===== src/rtl/exec_unit_mc_if.sv =====
// Decode-side request and memory-side response bundle for exec_unit_mc.
// Optional flags output is present only when EXEC_FLAGS_EN is defined.
interface exec_unit_mc_if #(
  parameter int DATA_WIDTH = 16,
  parameter int IDX_WIDTH  = 4,
  parameter int SB_WIDTH   = 32
);
  // Valid/ready: a beat transfers on the active clock edge where valid && ready;
  // the source holds its payload stable while valid && !ready, and ready never
  // depends on the same-side valid.
  logic                  req_valid;
  logic                  req_ready;
  logic [3:0]            op;
  logic                  use_imm;
  logic [DATA_WIDTH-1:0] src1;
  logic [DATA_WIDTH-1:0] src2;
  logic [DATA_WIDTH-1:0] imm;
  logic [IDX_WIDTH-1:0]  dest;
  logic [SB_WIDTH-1:0]   sideband;

  logic                  rsp_valid;
  logic                  rsp_ready;
  logic [DATA_WIDTH-1:0] result;
  logic [IDX_WIDTH-1:0]  rsp_dest;
  logic [SB_WIDTH-1:0]   rsp_sideband;
  logic                  busy;
  logic [1:0]            fsm_state;
`ifdef EXEC_FLAGS_EN
  logic [2:0]            nzp;
`endif

  modport slave (
    input  req_valid, op, use_imm, src1, src2, imm, dest, sideband, rsp_ready,
    output req_ready, rsp_valid, result, rsp_dest, rsp_sideband, busy, fsm_state
`ifdef EXEC_FLAGS_EN
    , output nzp
`endif
  );

  modport master (
    output req_valid, op, use_imm, src1, src2, imm, dest, sideband, rsp_ready,
    input  req_ready, rsp_valid, result, rsp_dest, rsp_sideband, busy, fsm_state
`ifdef EXEC_FLAGS_EN
    , input nzp
`endif
  );
endinterface


===== src/rtl/exec_unit_mc.sv =====
// Execute stage: single-cycle ALU plus iterative radix-2 multiplier, state on the falling edge.
// Define EXEC_FLAGS_EN to add the registered {N,Z,P} flags output.
module exec_unit_mc #(
  parameter int DATA_WIDTH = 16,
  parameter int IDX_WIDTH  = 4,
  parameter int SB_WIDTH   = 32
) (
  input  logic           clk,
  input  logic           rst_n,
  exec_unit_mc_if.slave  bus
);
  localparam int SHW = $clog2(DATA_WIDTH);
  localparam logic [SHW-1:0] LAST_STEP = SHW'(DATA_WIDTH - 1);

  typedef enum logic [1:0] {IDLE = 2'd0, MUL = 2'd1, DONE = 2'd2} state_t;

  state_t                state, state_nx;
  logic [DATA_WIDTH-1:0] opb, alu_res, load_val;
  logic [SHW-1:0]        shamt;
  logic [DATA_WIDTH-1:0] acc, mcand, mplier;
  logic [SHW-1:0]        cnt;
  logic [IDX_WIDTH-1:0]  m_dest, load_dest;
  logic [SB_WIDTH-1:0]   m_sb, load_sb;
  logic                  accept, is_mul, load_alu, load_mul;

  assign opb   = bus.use_imm ? bus.imm : bus.src2;
  assign shamt = opb[SHW-1:0];

  assign bus.req_ready = (state == IDLE) && (!bus.rsp_valid || bus.rsp_ready);
  assign accept        = bus.req_valid && bus.req_ready;
  assign is_mul        = (bus.op == 4'd8);
  assign load_alu      = accept && !is_mul;
  // The multiplier result only needs a free (or draining) output register.
  assign load_mul      = (state == DONE) && (!bus.rsp_valid || bus.rsp_ready);
  assign bus.busy      = (state != IDLE);
  assign bus.fsm_state = state;

  always_comb begin
    alu_res = '0;
    case (bus.op)
      4'd0:    alu_res = bus.src1 + opb;
      4'd1:    alu_res = bus.src1 - opb;
      4'd2:    alu_res = bus.src1 & opb;
      4'd3:    alu_res = bus.src1 | opb;
      4'd4:    alu_res = bus.src1 ^ opb;
      4'd5:    alu_res = opb;
      4'd6:    alu_res = bus.src1 << shamt;
      4'd7:    alu_res = $signed(bus.src1) >>> shamt;
      4'd9:    alu_res = bus.src1;
      default: alu_res = '0;
    endcase
  end

  always_ff @(negedge clk or negedge rst_n) begin
    if (!rst_n) state <= IDLE;
    else        state <= state_nx;
  end

  always_comb begin
    state_nx = state;
    case (state)
      IDLE:    if (accept && is_mul) state_nx = MUL;
      MUL:     if (cnt == LAST_STEP) state_nx = DONE;
      DONE:    if (load_mul)         state_nx = IDLE;
      default: state_nx = IDLE;
    endcase
  end

  // Low DATA_WIDTH bits of a two's-complement product equal those of the
  // unsigned product, so a plain shift-add over all bits is exact.
  always_ff @(negedge clk or negedge rst_n) begin
    if (!rst_n) begin
      acc    <= '0;
      mcand  <= '0;
      mplier <= '0;
      cnt    <= '0;
      m_dest <= '0;
      m_sb   <= '0;
    end else if (state == IDLE) begin
      if (accept && is_mul) begin
        acc    <= '0;
        mcand  <= bus.src1;
        mplier <= opb;
        cnt    <= '0;
        m_dest <= bus.dest;
        m_sb   <= bus.sideband;
      end
    end else if (state == MUL) begin
      if (mplier[0]) acc <= acc + mcand;
      mcand  <= mcand << 1;
      mplier <= mplier >> 1;
      cnt    <= cnt + 1'b1;
    end
  end

  assign load_val  = load_alu ? alu_res  : acc;
  assign load_dest = load_alu ? bus.dest : m_dest;
  assign load_sb   = load_alu ? bus.sideband : m_sb;

  always_ff @(negedge clk or negedge rst_n) begin
    if (!rst_n) begin
      bus.rsp_valid    <= 1'b0;
      bus.result       <= '0;
      bus.rsp_dest     <= '0;
      bus.rsp_sideband <= '0;
    end else if (load_alu || load_mul) begin
      bus.rsp_valid    <= 1'b1;
      bus.result       <= load_val;
      bus.rsp_dest     <= load_dest;
      bus.rsp_sideband <= load_sb;
    end else if (bus.rsp_ready) begin
      bus.rsp_valid    <= 1'b0;
    end
  end

`ifdef EXEC_FLAGS_EN
  logic flag_n, flag_z;
  assign flag_n = load_val[DATA_WIDTH-1];
  assign flag_z = (load_val == '0);

  always_ff @(negedge clk or negedge rst_n) begin
    if (!rst_n)                     bus.nzp <= 3'b010;
    else if (load_alu || load_mul)  bus.nzp <= {flag_n, flag_z, !flag_n && !flag_z};
  end
`endif
endmodule


===== src/flat_wrapper.sv =====
// flat-port wrapper written by rule: the top's interface ports become plain ports
module exec_unit_mc_flat 
#(
  parameter int DATA_WIDTH = 16,
  parameter int IDX_WIDTH  = 4,
  parameter int SB_WIDTH   = 32
)
  (clk, rst_n, bus_req_valid, bus_op, bus_use_imm, bus_src1, bus_src2, bus_imm, bus_dest, bus_sideband, bus_rsp_ready, bus_req_ready, bus_rsp_valid, bus_result, bus_rsp_dest, bus_rsp_sideband, bus_busy, bus_fsm_state);
  exec_unit_mc_if #(.DATA_WIDTH(DATA_WIDTH), .IDX_WIDTH(IDX_WIDTH), .SB_WIDTH(SB_WIDTH)) bus_i ();
  input  logic clk;
  input  logic rst_n;
  input wire logic [$bits(bus_i.req_valid)-1:0] bus_req_valid;
  input wire logic [$bits(bus_i.op)-1:0] bus_op;
  input wire logic [$bits(bus_i.use_imm)-1:0] bus_use_imm;
  input wire logic [$bits(bus_i.src1)-1:0] bus_src1;
  input wire logic [$bits(bus_i.src2)-1:0] bus_src2;
  input wire logic [$bits(bus_i.imm)-1:0] bus_imm;
  input wire logic [$bits(bus_i.dest)-1:0] bus_dest;
  input wire logic [$bits(bus_i.sideband)-1:0] bus_sideband;
  input wire logic [$bits(bus_i.rsp_ready)-1:0] bus_rsp_ready;
  output wire logic [$bits(bus_i.req_ready)-1:0] bus_req_ready;
  output wire logic [$bits(bus_i.rsp_valid)-1:0] bus_rsp_valid;
  output wire logic [$bits(bus_i.result)-1:0] bus_result;
  output wire logic [$bits(bus_i.rsp_dest)-1:0] bus_rsp_dest;
  output wire logic [$bits(bus_i.rsp_sideband)-1:0] bus_rsp_sideband;
  output wire logic [$bits(bus_i.busy)-1:0] bus_busy;
  output wire logic [$bits(bus_i.fsm_state)-1:0] bus_fsm_state;
  assign bus_i.req_valid = bus_req_valid;
  assign bus_i.op = bus_op;
  assign bus_i.use_imm = bus_use_imm;
  assign bus_i.src1 = bus_src1;
  assign bus_i.src2 = bus_src2;
  assign bus_i.imm = bus_imm;
  assign bus_i.dest = bus_dest;
  assign bus_i.sideband = bus_sideband;
  assign bus_i.rsp_ready = bus_rsp_ready;
  assign bus_req_ready = bus_i.req_ready;
  assign bus_rsp_valid = bus_i.rsp_valid;
  assign bus_result = bus_i.result;
  assign bus_rsp_dest = bus_i.rsp_dest;
  assign bus_rsp_sideband = bus_i.rsp_sideband;
  assign bus_busy = bus_i.busy;
  assign bus_fsm_state = bus_i.fsm_state;
  exec_unit_mc #(.DATA_WIDTH(DATA_WIDTH), .IDX_WIDTH(IDX_WIDTH), .SB_WIDTH(SB_WIDTH)) u_core (.clk(clk), .rst_n(rst_n), .bus(bus_i));
endmodule

===== config.mk =====
export PLATFORM = sky130hd
export DESIGN_NAME = exec_unit_mc_flat
export DESIGN_NICKNAME = d
export VERILOG_FILES = /design/src/rtl/exec_unit_mc_if.sv /design/src/rtl/exec_unit_mc.sv /design/src/flat_wrapper.sv
export SDC_FILE = /design/constraint.sdc
export NUM_CORES = 1
export LEC_CHECK = 0
export BUFFER_PORTS_ARGS = -buffer_cell sky130_fd_sc_hd__buf_2
export CAP_MARGIN = 20
export CORE_MARGIN = 3
export CORE_UTILIZATION = 59
export CTS_CLUSTER_DIAMETER = 30
export DETAILED_ROUTE_END_ITERATION = 7
export HOLD_SLACK_MARGIN = 0.1
export PLACE_DENSITY = 0.86
export SLEW_MARGIN = 20
export SYNTH_ARGS = -nofsm -noshare
export SYNTH_HDL_FRONTEND = slang
export SYNTH_SLANG_ARGS = --single-unit

===== constraint.sdc =====
create_clock -name clk -period 2.8 [get_ports clk]
set_clock_uncertainty 0.15 [all_clocks]
set_input_delay 0 -clock clk [delete_from_list [all_inputs] [get_ports clk]]
set_output_delay 0 -clock clk [all_outputs]
set_load 0.05 [all_outputs]

==> impl_metrics.ini, run 1 <==
[clocking]
clockBufferDepth = 2
cts-htree-levels = 4
cts.sinks = 143
hold_buffers = 0
cts_buffers = 17
cts-root-buf = clkbuf_16

[die]
die_w_um = 141
rows = 48
die_h_um = 141
initial_core_util_pct = 60.9
num_io_pins = 150

[sta]
worstEpCategory = register input
grt_repair_worst_endpoint = u_core.bus.result[11]$_DFFE_NN0P_/D

[placement]
place_congestion = 1.07
post-dp-hpwl_um = 32200
io_buffers = 149
preCtsSetupSlack_ps = -1950

[global_routing]
grt_max_degree = 61
overflow = 72
grt_usage_pct = 77.5

[yosys]
synth.largest_area_cell = dfrtn_1
synth_edf_count = 0
ys_seq_elements = 143
synth-warning-count = 0
ys_types = 68
synthArstFlopShare_pct = 100
syn_inst = 1348
synth_area_leaders = dfrtn_1, nand2_1, ha_1
synthFlopType = dfrtn_1
synth.cell_area_um2 = 10700
synth_top_area_share_pct = 33.5
syn_nets = 1509
synth-seq-area-share_pct = 33.5
synth_area_per_cell_um2 = 7.93

[outcome]
status = aborted with a tool error
firstError = [ERROR GRT-0232] Routing congestion too high. Check the congestion heatmap in the GUI.
lastStage = global routing
==> per-stage QoR <==
stage	cells	setup TNS, ps	util (%)	hold WS (ps)	area [um^2]
floorplan	1348	-21480	-	239	10900
global placement	1925	-67660	78.9	266	13800
detailed placement	1925	-73710	78.9	270	13800
CTS	1986	-15160	86.6	273	15200
==> Yosys cell counts (all sizes together), types with 3 or more instances <==
| cell type | count |
|---|---|
| a221oi | 4 |
| a22oi | 47 |
| nand3 | 29 |
| nand2b | 18 |
| o211ai | 11 |
| clkbuf | 56 |
| mux4 | 4 |
| nor2b | 13 |
| a32oi | 8 |
| o2111ai | 5 |
| and3 | 5 |
| nor4 | 5 |
| nor3 | 23 |
| a2111oi | 4 |
| o22a | 3 |
| o21ai | 102 |
| inv | 43 |
| o32ai | 5 |
| o21a | 7 |
| o31ai | 5 |
| nand2 | 307 |
| o311ai | 4 |
| ha | 66 |
| a21oi | 79 |
| buf | 25 |
| o221ai | 9 |
| a21o | 7 |
| a31oi | 15 |
| and2 | 7 |
| o21bai | 5 |
| or3 | 7 |
| dfrtn | 143 |
| a211oi | 10 |
| nor2 | 105 |
| nand4 | 5 |
| a311oi | 3 |
| xnor2 | 25 |
| o22ai | 22 |
| xor2 | 14 |
| mux2i | 67 |
==> per-layer routing <==
metal / overflow / track usage [%]
met1: 1 / 78.6
met3: 4 / 63.0
met2: 45 / 92.0
met5: 0 / 36.3
met4: 22 / 75.6
==> what timing repair did <==
action	4_1_cts
setup endpoints to repair	77
pin swaps	48
gates cloned	3
setup buffers	26
gates resized for setup	112
==> cells by family after synthesis <==
family / after synthesis / synth area share (%)
muxes: 72 / 7.41
AOI/OAI and AO/OA: 371 / 22.2
buffers and inverters: 125 / 4.62
xor gates and xnor gates: 39 / 3.20
DFF: 143 / 33.5
and+or+nand+nor: 530 / 21.0
adders and majority gates: 68 / 8.10
==> inputs of run 2 (changes only) <==
--- a/config.mk
+++ b/config.mk
@@ -8,11 +8,9 @@
 export BUFFER_PORTS_ARGS = -buffer_cell sky130_fd_sc_hd__buf_2
 export CAP_MARGIN = 20
 export CORE_MARGIN = 3
-export CORE_UTILIZATION = 59
-export CTS_CLUSTER_DIAMETER = 30
+export CORE_UTILIZATION = 40
 export DETAILED_ROUTE_END_ITERATION = 7
-export HOLD_SLACK_MARGIN = 0.1
-export PLACE_DENSITY = 0.86
+export PLACE_DENSITY_LB_ADDON = 0.15
 export SLEW_MARGIN = 20
 export SYNTH_ARGS = -nofsm -noshare
 export SYNTH_HDL_FRONTEND = slang
==> run 2 against run 1 <==
Compared with the run above:
- the flow now finishes, with violations (setup timing)
- area after synthesis did not move
- synthesized cell count is the same
==> impl_metrics.ini, run 2 <==
[sta]
tightest_slew_ps = 838
final_max_slew_viol_count = 0
relSlewSlack_pct = 43.7
tns_ps = -14900
setup_viol = 17
grt_setup_unrepaired = true
finalHoldViolations = 0
hold_ws_ps = 266
postLayoutSetupSlackWorst_ps = -1230

[yosys]
ys_seq_elements = 143
synthFlopType = dfrtn_1
syn_inst = 1348
synth-seq-area-share_pct = 33.5
synth-warning-count = 0
synth.largest_area_cell = dfrtn_1
synth-simple-area-share_pct = 21.0
synth_compound_area_share_pct = 22.2
synth_area_leaders = dfrtn_1, nand2_1, ha_1
yosysMostFrequentCell = nand2_1
synth_edf_count = 0
ys_types = 68
synth_area_per_cell_um2 = 7.93
synthAdderAreaFrac_pct = 8.10
syn_nets = 1509
synth_top_area_share_pct = 33.5
synth.cell_area_um2 = 10700
synthArstFlopShare_pct = 100
synth_xor_area_share_pct = 3.20
synthMuxAreaShare_pct = 7.41
synth_top_family_by_area = compound AO/OA/AOI/OAI gates
synth_commonest_cells = nand2_1, dfrtn_1, nor2_1

[die]
core_area_um2 = 26100
initial_core_util_pct = 40.9
num_io_pins = 150
die_w_um = 169
die_h_um = 169
rows = 59
dieArea_um2 = 28700

[power]
power_density_nw_per_um2 = 848
switching_share_pct = 47.4
seqPwrFrac_pct = 28.1
p_total_mw = 13.3
max-vdd-ir-drop_mv = 0.667
clkPwrFrac_pct = 17.4
p_switching_mw = 6.28
p_leak_nw = 7.64
p_int_mw = 6.98
combPwrFrac_pct = 54.5

[placement]
place_congestion = 1.02
place_area_um2 = 14100
post-dp-hpwl_um = 33400
placed_cells = 2045
io_buffers = 149

[route]
via_count = 12000
viasPerCell = 5.70
drtPass1Iterations = 5
antenna_left = 0
wire_per_inst_um = 21.1
drc = 0
wl_um = 44400
dr.first_iter.drc_count = 1234

[cells_and_area]
final_common_cell = nand2_1
area_growth_pct = 46.4
largestRegisters = u_core.bus.rsp_sideband x32, u_core.m_sb x32
final_cell_mix = nand2_1, buf_4, dfrtn_1, buf_2, nor2_1
final_nets = 1913
nFillCells = 2371
stdcell_area_um2 = 15600
num_antenna_cells = 0
stdcell_count = 2100
drive_above_1_share_pct = 35.3

[worst_setup_path]
cp.required_ps = 1490
cp-start-kind = primary input
end_kind = register
r2r_setup_slack_ps = 90
arrival_ps = 2720
crit_fanout = 4
critPathKind = primary input to register

[flow_run]
cap_violations = 0

[global_routing]
grt_usage_pct = 30.0
antenna_found_initial = 0
grt_pass1_wl_um = 66600
overflow = 0
grt_max_degree = 46
grt_pass1_vias = 11700

[clocking]
cts_tree = built
cts-htree-levels = 4
cts-root-buf = clkbuf_16
hold_buffers = 0
clockBufferDepth = 2
cts.sinks = 143
clock_latency_ps = 410
cts_buffers = 17
clk_pin_slew_ps = 50

[min_path]
worstHoldPathType = register to register

[outcome]
violations = setup timing
status = finished with violations
-- run 2: cell counts after synthesis --
No cell type changed its count.
-- run 2: stage by stage --
step | worst slack (ps) | utilization [%]
global route | -1320 | 59.9
floorplan | -2000 | -
CTS | -1170 | 58.4
global placement | -1960 | 53.8
detailed placement | -2020 | 53.8
finish | -1230 | 59.9
-- run 2: kinds of logic (layout without fill, tap and decap cells) --
group	count (synthesis)	count (layout)
flops	143	143
mux	72	72
xor+xnor	39	39
compound gates	371	371
buf+inv	125	542
simple gates	530	530
fa+ha+maj	68	68
-- run 2: layout make-up --
| type | count | area, um^2 | share of cell area [%] |
|---|---|---|---|
| Clock buffer | 17 | 425 | 2.72 |
| Clock inverter | 15 | 170 | 1.09 |
| Inverter | 44 | 170 | 1.09 |
| Multi-Input combinational cell | 1080 | 7340 | 46.9 |
| Sequential cell | 143 | 3580 | 22.9 |
| Tap cell | 335 | 419 | 2.68 |
| Timing Repair Buffer | 466 | 3550 | 22.7 |
-- run 2: worst paths after layout --
kind | from | endpoint | cells past startpoint
setup / recovery | bus_use_imm | u_core.bus.result[13] | 17
setup reg to reg | u_core.mcand[0] | u_core.acc[14] | 10
hold / removal | u_core.bus.rsp_sideband[2] | u_core.bus.rsp_sideband[2] | 2
hold reg to reg | u_core.bus.rsp_sideband[2] | u_core.bus.rsp_sideband[2] | 2
max in group asynchronous | rst_n | u_core.bus.rsp_sideband[14] | 2
min in group asynchronous | rst_n | u_core.bus.rsp_sideband[6] | 1
-- run 2: power groups by stage --
stage          Sequential [mW]  Combinational [mW]  Clock, mW
3_5_place_dp              3.74                6.69          0
2_1_floorplan             4.83                3.27          0
6_report                  3.72                7.23       2.31
4_1_cts                   3.72                7.01       2.34
3_3_place_gp              3.72                6.61          0
5_1_grt                   3.84                7.85       2.43
-- run 2: repair_timing --
action / in CTS / in global routing
setup buffers: 16 / 8
gates cloned: 0 / 3
pin swaps: 29 / 34
setup endpoints to repair: 78 / 120
endpoints found under the hold margin: 0 / 0
gates resized for setup: 114 / 61
-- run 2: per-layer routing --
| layer | routed length [um] | share of wire [%] | up-vias | GRT usage (%) |
|---|---|---|---|---|
| met5 | 0 | 0 | - | 0 |
| met4 | 1910 | 4.3 | 0 | 11.9 |
| met3 | 3400 | 7.7 | 108 | 6.22 |
| met2 | 19500 | 44 | 480 | 45.4 |
| met1 | 19600 | 44 | 5772 | 42.2 |
| li1 | - | - | 5600 | - |
-- run 2: critical path, cell delays in order --
cell and delay, ps:
buf_12 100, mux2i_4 260, ha_4 180, nand2_4 50, or3_4 390, nand2_4 110
xnor2_4 80, ha_4 300, and3_4 190, nand3_4 60, o21ai_4 190, o41ai_4 120
buf_4 160, buf_6 110, o21ai_2 120, mux2i_1 200, a21oi_1 90
No activity file was read; power rests on OpenSTA's default activity.
==> inputs of run 3 (changes only) <==
--- a/config.mk
+++ b/config.mk
@@ -6,7 +6,9 @@
 export NUM_CORES = 1
 export LEC_CHECK = 0
 export BUFFER_PORTS_ARGS = -buffer_cell sky130_fd_sc_hd__buf_2
-export CAP_MARGIN = 20
+export CAP_MARGIN = 0
+export CELL_PAD_IN_SITES_DETAIL_PLACEMENT = 0
+export CELL_PAD_IN_SITES_GLOBAL_PLACEMENT = 1
 export CORE_MARGIN = 3
 export CORE_UTILIZATION = 40
 export DETAILED_ROUTE_END_ITERATION = 7
==> constraint.sdc (replaced) <==
create_clock -name clk -period 4.3 [get_ports clk]
set_clock_uncertainty 0.15 [all_clocks]
set_input_delay 0 -clock clk [delete_from_list [all_inputs] [get_ports clk]]
set_output_delay 0 -clock clk [all_outputs]
set_load 0.05 [all_outputs]
==> run 3 against run 2 <==
Compared with the run above:
- die area stayed put
- combinational power shrank 40%
- the run still ends with setup timing left
- largest power group unchanged
- final cell count is 3.6% lower
- global-route usage is 0.70 points lower
- core utilization decreased by 4.3 points
==> impl_metrics.ini, run 3 (synthesized netlist as in run 2, its figures left out) <==
[outcome]
status = finished with violations
violations = setup timing

[cells_and_area]
final_nets = 1840
drive_above_1_share_pct = 29.4
final_common_cell = nand2_1
num_antenna_cells = 0
area_growth_pct = 36.0
nFillCells = 2522
largestRegisters = u_core.bus.rsp_sideband x32, u_core.m_sb x32
stdcell_count = 2024
final_cell_mix = nand2_1, buf_4, buf_2, dfrtn_1, nor2_1
multi_input_area_um2 = 7010
regArea_um2 = 3580

[placement]
io_buffers = 149
place_congestion = 1.04
placed_cells = 1985
post-dp-hpwl_um = 32300

[min_path]
worstHoldPathType = register to register
min_from = u_core.bus.rsp_sideband[8]

[route]
drc = 0
viasPerCell = 5.62
wl_um = 42600
via_count = 11400
antenna_left = 0
drtPass1Iterations = 7
wire_per_inst_um = 21.1
dr.first_iter.drc_count = 1086

[die]
die_h_um = 169
rows = 59
num_io_pins = 150
dieArea_um2 = 28700
initial_core_util_pct = 40.9
die_w_um = 169
core_area_um2 = 26100

[sta]
grt_setup_unrepaired = true
setup_viol = 13
tns_ps = -3510
tightest_slew_ps = 609
hold_ws_ps = 263
postLayoutSetupSlackWorst_ps = -477
final_max_slew_viol_count = 0
relSlewSlack_pct = 58.9
finalHoldViolations = 0

[clocking]
cts_buffers = 17
hold_buffers = 0
cts_tree = built
cts-root-buf = clkbuf_16
clock_latency_ps = 400
cts.sinks = 143
clockBufferDepth = 2
clk_pin_slew_ps = 50
cts-htree-levels = 4

[flow_run]
cap_violations = 0

[global_routing]
antenna_found_initial = 0
grt_pass1_vias = 11000
grt_pass1_wl_um = 64800
grt_usage_pct = 29.3
overflow = 0
grt_max_degree = 63

[power]
power_density_nw_per_um2 = 573
p_leak_nw = 7.13
max-vdd-ir-drop_mv = 0.491

[worst_setup_path]
critPathMaxStageDelay_ps = 410
arrival_ps = 2710
crit_family = simple AND/OR/NAND/NOR gates
cp.required_ps = 2230
worstPathCellList = buf_12 > mux2i_4 > ha_4 > nand2_4 > or3_4 > nand2_4 > xnor2_4 > ha_4 > buf_6 > a21oi_2 > o21ai_2 > o41ai_4 > xor2_1 > nor2_1 > or3_1
crit_buf_inv = 2
cp-start-kind = primary input
critPathLaunch = bus_use_imm
critPathSlowestCell = or3_4
end_kind = register
crit_fanout = 5
critPathKind = primary input to register
worstReg2RegStart = u_core.mcand[0]
run 3: cell types whose count changed in the layout (fill, tap and decap cells not counted), moves of 5 or more:
cell	delta
buf_2	+5
inv_8	-6
buf_12	-8
buf_6	-11
buf_4	-53
a21oi_1	+8
o21ai_2	-5
a21oi_2	-8
mux2i_1	+7
run 3: final cells by class:
type	instances	share of cell area, %
Clock buffer	18	3.02
Clock inverter	11	1.14
Inverter	44	1.16
Multi-Input combinational cell	1080	48.2
Sequential cell	143	24.6
Tap cell	335	2.88
Timing Repair Buffer	393	19.0
run 3: final timing paths:
kind	cells after the start	endpoint	slack [ps]
min	2	u_core.bus.rsp_sideband[8]	260
max	15	u_core.bus.result[11]	-480
max in group asynchronous	2	u_core.bus.result[12]	1830
min in group asynchronous	1	u_core.bus.rsp_sideband[6]	1450
min reg2reg	2	u_core.bus.rsp_sideband[8]	260
max reg2reg	9	u_core.acc[14]	1500
run 3: power by group:
| part | internal [mW] | total, mW | switching [mW] |
|---|---|---|---|
| sequential | 2.00 | 2.42 | 0.418 |
| combinational | 1.53 | 4.35 | 2.82 |
| clock | 0.975 | 1.57 | 0.592 |
run 3: tightest hold or removal path: cells and delay by family, from the launching register on:
kind / cells / cell delay [ps]
flip-flops: 1 / 400
AND/OR/NAND/NOR: 2 / 100
run 3: per-layer routing:
metal | share of wire [%] | GRT usage [%] | wire (um) | vias up
met4 | 2.6 | 9.10 | 1120 | 0
li1 | - | - | - | 5456
met5 | 0 | 0 | 0 | -
met1 | 45 | 41.8 | 19100 | 5469
met2 | 45 | 44.9 | 19200 | 383
met3 | 7.4 | 6.01 | 3150 | 70
run 3: what timing repair did:
item	CTS	global route
endpoints found under the setup margin	16	15
pin swaps	18	19
gates cloned	0	0
gates resized for setup	49	34
buffers inserted	7	5
run 3: metrics by stage:
| stage | util, % | power (mW) | setup slack (ps) | cell area, um^2 |
|---|---|---|---|---|
| CTS | 54.9 | 8.31 | -484 | 14300 |
| global route | 55.6 | 8.89 | -598 | 14500 |
| detailed placement | 51.6 | 6.67 | -1210 | 13500 |
| finish | 55.6 | 8.33 | -477 | 14500 |
| global placement | 51.6 | 6.61 | -1150 | 13500 |
| floorplan | - | 5.24 | -1250 | 10800 |
==> inputs of run 4 (changes only) <==
--- a/config.mk
+++ b/config.mk
@@ -17,3 +17,4 @@
 export SYNTH_ARGS = -nofsm -noshare
 export SYNTH_HDL_FRONTEND = slang
 export SYNTH_SLANG_ARGS = --single-unit
+export TNS_END_PERCENT = 50
==> run 4 against run 3 <==
Compared with the run above:
- the flow still finishes with violations (setup timing)
- first-iteration DRC count fell by 15%
- count of clock-buffer cells in the layout rose by 1
- sequential share of layout area barely moved
- non-clock buffer count rose by 7
- sequential power barely moved
- power fell by 0.70%
- register-to-register slack got worse by 50 ps
- die area did not move
==> impl_metrics.ini, run 4 (synthesized netlist as in run 2, its figures left out) <==
[clocking]
hold_buffers = 0
cts_buffers = 17
cts.sinks = 143
clockBufferDepth = 2
clk_pin_slew_ps = 50
cts-htree-levels = 4
clock_latency_ps = 400
cts_tree = built
cts-root-buf = clkbuf_16

[power]
combPwrFrac_pct = 52.7
clkPwrFrac_pct = 18.2
seqPwrFrac_pct = 29.1
power_density_nw_per_um2 = 569
p_int_mw = 4.36
max-vdd-ir-drop_mv = 0.563
p_leak_nw = 7.17
switching_share_pct = 47.3
p_total_mw = 8.28
p_switching_mw = 3.92

[worst_setup_path]
cp.required_ps = 2240
end_kind = register
critPathKind = primary input to register
crit_family = simple AND/OR/NAND/NOR gates
cpMostUsedCell = buf_12
cp-start-kind = primary input
critPathSlowestCell = or3_4
arrival_ps = 2640
crit_fanout = 9
worstPathCellList = buf_12 > buf_12 > nor4_1 > a21oi_1 > or3_4 > nand2_2 > xnor2_1 > ha_1 > and3_4 > nand3_4 > o21ai_4 > o41ai_4 > xor2_1 > nor2_1 > or3_1
critPathMaxStageDelay_ps = 350
crit_buf_inv = 2

[sta]
tns_ps = -3000
tightest_slew_ps = 668
final_max_slew_viol_count = 0
grt_setup_unrepaired = true
finalHoldViolations = 0
setup_viol = 13
postLayoutSetupSlackWorst_ps = -392
relSlewSlack_pct = 55.1

[placement]
post-dp-hpwl_um = 33100
io_buffers = 149
placed_cells = 1994
place_congestion = 1.04
preCtsSetupSlack_ps = -1240
place_area_um2 = 13600

[cells_and_area]
final_cell_mix = nand2_1, buf_4, buf_2, dfrtn_1, nor2_1
stdcell_area_um2 = 14500
stdcell_count = 2034
largestRegisters = u_core.bus.rsp_sideband x32, u_core.m_sb x32
area_growth_pct = 36.0
final_nets = 1847
num_antenna_cells = 0
final_common_cell = nand2_1
drive_above_1_share_pct = 29.7

[route]
dr.first_iter.drc_count = 923
drtPass1Iterations = 5
drc = 0
antenna_left = 0
viasPerCell = 5.66
met1Wirelength_um = 20000
wl_um = 44000
highest_layer = met4
via_count = 11500
wire_per_inst_um = 21.7
wl_met3_um = 2900
routed-wl-met2_um = 19500

[min_path]
worstHoldPathType = register to register

[outcome]
status = finished with violations
violations = setup timing

[die]
rows = 59
die_w_um = 169
die_h_um = 169
core_area_um2 = 26100
num_io_pins = 150
dieArea_um2 = 28700
initial_core_util_pct = 40.9

[flow_run]
cap_violations = 0

[global_routing]
grt_pass1_vias = 11500
overflow = 0
grt_pass1_wl_um = 67800
grt_usage_pct = 30.7
grt_max_degree = 63
antenna_found_initial = 0
==> run 4: cell types whose count changed in the layout (fill, tap and decap cells not counted), moves of 3 or more <==
cell and delta:
nand2_2 +3, clkinv_4 +5, clkinvlp_4 -3, buf_6 -8, nor2_1 +3, buf_4 +14, nor2_2 -3, bufinv_16 -3
==> run 4: tightest hold or removal path: cells and delay by family, from the launching register on <==
kind          cells  cell delay [ps]
flops             1              400
simple gates      2              100
==> run 4: final timing paths <==
path | from | to | slack (ps) | cells past startpoint
setup / recovery | bus_use_imm | u_core.bus.result[11] | -390 | 15
hold / removal | u_core.bus.rsp_sideband[7] | u_core.bus.rsp_sideband[7] | 260 | 2
setup reg to reg | u_core.mcand[0] | u_core.acc[14] | 1450 | 9
hold reg to reg | u_core.bus.rsp_sideband[7] | u_core.bus.rsp_sideband[7] | 260 | 2
max in group asynchronous | rst_n | u_core.m_sb[6] | 1910 | 2
min in group asynchronous | rst_n | u_core.bus.result[10] | 1310 | 1
==> run 4: cell type report <==
type | count | area, um^2
fill | 2538 | 11600
clock buffer | 19 | 453
sequential | 143 | 3580
multi-input combinational | 1080 | 7010
timing repair buffer | 400 | 2790
clock inverter | 13 | 129
inverter | 44 | 165
tap | 335 | 419
==> run 4: repair_timing <==
| action | in CTS | in global routing |
|---|---|---|
| buffers inserted | 6 | 2 |
| setup endpoints to repair | 16 | 15 |
| gates resized for setup | 56 | 22 |
| pin swaps | 20 | 15 |
==> run 4: routing by layer <==
layer,vias up,track usage (%)
li1,5473,-
met1,5550,43.6
met2,392,47.0
met3,94,5.50
met4,0,10.9
met5,-,0
==> run 4: power groups by stage <==
stage	registers, mW	logic (mW)	clock network [mW]
after detailed placement	2.43	4.23	0
after floorplan	3.14	2.10	0
after CTS	2.42	4.32	1.54
after global placement	2.42	4.19	0
final	2.41	4.36	1.50
after global routing	2.49	4.77	1.58
==> run 4: stage by stage <==
stage	hold WS [ps]	util, %
6_report	263	55.6
4_1_cts	269	55.1
2_1_floorplan	239	-
3_3_place_gp	263	51.9
5_1_grt	284	55.6
3_5_place_dp	268	51.9
